===== src/rtl/iter_shifter.sv =====
// iter_shifter: multi-cycle 16-bit shift/rotate engine.
// Moves the working register by up to two bit positions per clock and
// reports completion with a start/busy/done handshake. The op encoding
// matches the single-cycle barrel shifter stages.
//
//   state    | meaning
//   ---------+-----------------------------------------------------------
//   ST_IDLE  | waiting for start; o_out holds the last result
//   ST_SHIFT | applying 1- or 2-bit steps until the remaining count is 0
//   ST_DONE  | one-cycle done pulse; a new start is accepted here too
module iter_shifter (
    input  logic        i_clk,
    input  logic        i_rst_n,
    input  logic        i_start,
    input  logic [1:0]  i_op,
    input  logic [3:0]  i_amt,
    input  logic [15:0] i_data_in,
    output logic        o_busy,
    output logic        o_done,
    output logic [15:0] o_out
);

    typedef enum logic [1:0] {
        ST_IDLE  = 2'd0,
        ST_SHIFT = 2'd1,
        ST_DONE  = 2'd2
    } state_t;

    localparam logic [1:0] OP_ROL = 2'd0;
    localparam logic [1:0] OP_SLL = 2'd1;
    localparam logic [1:0] OP_SRA = 2'd2;
    localparam logic [1:0] OP_SRL = 2'd3;

    state_t      r_state;
    logic [15:0] r_work;
    logic [1:0]  r_op;
    logic [3:0]  r_rem;

    state_t      w_state_nxt;
    logic [15:0] w_work_nxt;
    logic [1:0]  w_op_nxt;
    logic [3:0]  w_rem_nxt;

    // One step of the selected operation by one (i_dbl=0) or two (i_dbl=1)
    // positions. SRA replicates the current sign bit on every step, so a
    // chain of steps equals a single arithmetic shift by the total amount.
    function automatic logic [15:0] f_step(
        input logic [15:0] i_w,
        input logic [1:0]  i_sel,
        input logic        i_dbl
    );
        logic [15:0] v_res;
        v_res = i_w;
        case (i_sel)
            OP_ROL:  v_res = i_dbl ? {i_w[13:0], i_w[15:14]} : {i_w[14:0], i_w[15]};
            OP_SLL:  v_res = i_dbl ? {i_w[13:0], 2'b00}      : {i_w[14:0], 1'b0};
            OP_SRA:  v_res = i_dbl ? {{2{i_w[15]}}, i_w[15:2]} : {i_w[15], i_w[15:1]};
            OP_SRL:  v_res = i_dbl ? {2'b00, i_w[15:2]}      : {1'b0, i_w[15:1]};
            default: v_res = i_w;
        endcase
        return v_res;
    endfunction

    // Next-state, load and step logic.
    always_comb begin
        w_state_nxt = r_state;
        w_work_nxt  = r_work;
        w_op_nxt    = r_op;
        w_rem_nxt   = r_rem;

        case (r_state)
            ST_IDLE, ST_DONE: begin
                if (i_start) begin
                    w_work_nxt  = i_data_in;
                    w_op_nxt    = i_op;
                    w_rem_nxt   = i_amt;
                    // A zero amount skips SHIFT so busy never rises.
                    w_state_nxt = (i_amt == 4'd0) ? ST_DONE : ST_SHIFT;
                end else begin
                    w_state_nxt = ST_IDLE;
                end
            end

            ST_SHIFT: begin
                if (r_rem >= 4'd2) begin
                    w_work_nxt = f_step(r_work, r_op, 1'b1);
                    w_rem_nxt  = r_rem - 4'd2;
                end else if (r_rem == 4'd1) begin
                    w_work_nxt = f_step(r_work, r_op, 1'b0);
                    w_rem_nxt  = 4'd0;
                end
                // Start is deliberately not looked at here; it is not queued.
                if (w_rem_nxt == 4'd0) begin
                    w_state_nxt = ST_DONE;
                end
            end

            default: begin
                w_state_nxt = ST_IDLE;
            end
        endcase
    end

    // State and datapath registers; reset discards any partial result.
    always_ff @(posedge i_clk or negedge i_rst_n) begin
        if (!i_rst_n) begin
            r_state <= ST_IDLE;
            r_work  <= 16'h0000;
            r_op    <= 2'd0;
            r_rem   <= 4'd0;
        end else begin
            r_state <= w_state_nxt;
            r_work  <= w_work_nxt;
            r_op    <= w_op_nxt;
            r_rem   <= w_rem_nxt;
        end
    end

    // Handshake outputs decode straight from the state register.
    always_comb begin
        o_busy = (r_state == ST_SHIFT);
        o_done = (r_state == ST_DONE);
        o_out  = r_work;
    end

endmodule


===== config.mk =====
export PLATFORM = sky130hd
export DESIGN_NAME = iter_shifter
export DESIGN_NICKNAME = d
export VERILOG_FILES = /design/src/rtl/iter_shifter.sv
export SDC_FILE = /design/constraint.sdc
export NUM_CORES = 1
export LEC_CHECK = 0
export ABC_AREA = 0
export CAP_MARGIN = 20
export CELL_PAD_IN_SITES_DETAIL_PLACEMENT = 1
export CELL_PAD_IN_SITES_GLOBAL_PLACEMENT = 2
export CORE_MARGIN = 3
export CORE_UTILIZATION = 30
export DETAILED_ROUTE_END_ITERATION = 8
export GPL_ROUTABILITY_DRIVEN = 0
export PLACE_DENSITY = 0.82
export SYNTH_ARGS = -nofsm -noshare
export SYNTH_HDL_FRONTEND = slang
export SYNTH_SLANG_ARGS = --single-unit

===== constraint.sdc =====
create_clock -name i_clk -period 2.5 [get_ports i_clk]
set_input_delay 0.75 -clock i_clk [delete_from_list [all_inputs] [get_ports i_clk]]
set_output_delay 0.75 -clock i_clk [all_outputs]
set_load 0.01 [all_outputs]

==> reports/qor.txt <==
status: completed
Worst Hold Class: flip-flop to flip-flop
root buffer cell: clkbuf_8
Num CTS Buffers: 3
total of warnings raised by yosys: 0
top cells by count, synth: dfrtp_1 (24), nand2_1 (24), a21oi_1 (14), nor2_1 (14), o21ai_0 (14)
pre-CTS setup slack: 0.185 ns
vias in the first global route: 1602
Die Wd: 80.9 um
largest net degree at the start of global routing: 27
IO buf count: 42
CTS Buffer Depth: 2
Static Leak: 0.866 nW
max-cap violation count: 0
area share of the largest cell type after synthesis: 35.7%
CP Launch Type: flip-flop
initial antenna violation count: 0
Floorplan Core Area: 5270 um2
critical path peak fanout: 2
final hold viol count: 0
Worst setup EP type: output port
Mapped Nets: 190
synth-to-layout area growth: 31.4%
Post-synth EDFFs: 0
Initial DRC Count: 48
Design Power: 3.37 mW
via count: 1450
Yosys cell types: 40
CTS hold repair buffers: 0
number of clock sinks: 24
DRT Pass-1 Iters: 4
share of cells above drive strength 1: 18.2%
Slowest cell on crit path: clkdlybuf4s50_1
minimum clock period: 2.19 ns
GRT overflow: 0
fin crit share: 87.7%
Post-CTS Repair Setup Buffers: 0
Layout Nets: 230
post-route DRC violation count: 0
Die ar.: 6540 um2
initial cell density of the core: 31.9%
worst skew pair latency: 0.27 ns
post-route setup slack: 0.307 ns
utilization of the core after routing: 41.9%
dominant cell type by area after synthesis: dfrtp_1
Worst path max stage delay: 0.53 ns
setup repair after global routing missed its margin: no
Ports: 43
Switching Fraction: 44.7%
Mean Syn Cell Area: 10.3 um2
worst setup path class: flip-flop to output port
Clk pwr share: 8.3%
Pint: 1.86 mW
post-synthesis sequential area ratio: 35.7%
top post-synthesis cells by area: dfrtp_1 (36%), mux4_1 (11%), mux4_2 (6.7%)
Post-Syn Instances: 164
critical path required time: 1.75 ns
drt wl/cell: 17.2 um
Flop pwr share: 27.8%
Top FF cell, synth: dfrtp_1
setup tns final: 0 ns
slew margin rel.: 48.5%
all-layer global routing usage: 15.2%
final setup fails: 0
mapped cell area: 1680 um2
Antenna Nets Post-Route: 0
post-cts resize count: 0
# rows: 26
CTS tree: built
VDD IR max: 697 uV
crit-path cells: nand2b_1, inv_2, clkdlybuf4s50_1
area of the multi-input gates: 981 um2
Crit path max-delay family: buffers and inverters
Cell Pwr Density: 1530 nW/um2
ANT cells: 0
H-tree levels: 1
post-synthesis async set-or-reset flop share: 100%
Max Fclk: 456 MHz
NetSw: 1.51 mW
Routed WL: 4700 um
clock-pin slew on the worst setup and hold paths: 0.09 ns
clock skew: 0.00567 ns
first-pass GRT wire length: 7850 um
Comb pwr share: 64.0%
Die H: 80.9 um
filler cell count: 595
Slew Viols, Final: 0
via/cell ratio: 5.31
Post-DP HPWL: 3380 um
Worst EP arrival: 1.44 ns
Yosys reg bits: 24
Bufs and invs on worst path: 2
register area: 601 um2
Worst-Margin Slew: 0.773 ns
## layout by cell type (no fill, tap or decap), drive strengths merged, types with 3 or more instances in the layout
cell type,instances
nand2b,3
o21ai,25
a221oi,3
mux2,3
clkbuf,4
buf,5
dfrtp,24
nor2,19
a21oi,14
mux4,12
clkdlybuf4s50,42
nand2,24
inv,4
## registers in the layout (all words and copies together), names as in the netlist
signal   count
o_out       16
r_op         2
r_rem        4
r_state      2
## worst register-to-register path, stage by stage (launching register included)
cell and delay (ns):
dfrtp_1 0.48, nor3_4 0.37, buf_12 0.22, mux4_1 0.55, nor2_1 0.16, o21ai_2 0.08
## worst paths after layout
check,startpoint,endpoint,slack [ns],depth (start not counted)
max in group asynchronous,i_rst_n,r_op[0]$_DFFE_PN0P_,1.40,2
worst max register to register,r_rem[3]$_DFFE_PN0P_,o_out[11]$_DFFE_PN0P_,0.54,5
worst min-delay path,r_op[0]$_DFFE_PN0P_,r_op[0]$_DFFE_PN0P_,0.56,2
worst max-delay path,r_state[1]$_DFFE_PN0P_,o_busy,0.31,3
worst min register to register,r_op[0]$_DFFE_PN0P_,r_op[0]$_DFFE_PN0P_,0.56,2
min in group asynchronous,i_rst_n,o_out[5]$_DFFE_PN0P_,0.85,2
## power by group through the flow
| stage | Clock [mW] | Sequential [mW] | Combinational [mW] |
|---|---|---|---|
| finish | 0.279 | 0.936 | 2.16 |
| global route | 0.303 | 0.986 | 2.37 |
| CTS | 0.289 | 0.935 | 2.19 |
| detailed placement | 0 | 0.943 | 2.18 |
| global placement | 0 | 0.930 | 2.10 |
| floorplan | 0 | 0.867 | 1.58 |
## stage by stage
step	instances	hold slack, ns	area, um2
final	273	0.560	2210
after global routing	273	0.597	2210
after CTS	273	0.566	2210
after detailed placement	269	0.542	2150
after global placement	269	0.522	2150
after floorplan	164	0.454	1680
## logic make-up after synthesis
logic type,share of synthesized area (%)
compound gates,20.3
fa+ha+maj,0.744
buf+inv,5.95
flops,35.7
mux,21.8
simple gates,15.5
## routing by layer
layer	vias up	routed length (um)	track usage, %	share of wire [%]
li1	686	-	-	-
met1	724	2080	18.8	44
met2	36	2380	27.9	51
met3	4	200	2.33	4.3
met4	0	39	3.21	0.83
met5	-	0	0	0
## layout make-up
class                   count  area share (%)
well taps                  70            3.96
inverters                   4           0.680
flip-flops and latches     24            27.2
clock buffers               4            2.49
repair buffers             47            21.3
multi-input cells         124            44.4
(Power assumes the default switching activity.)
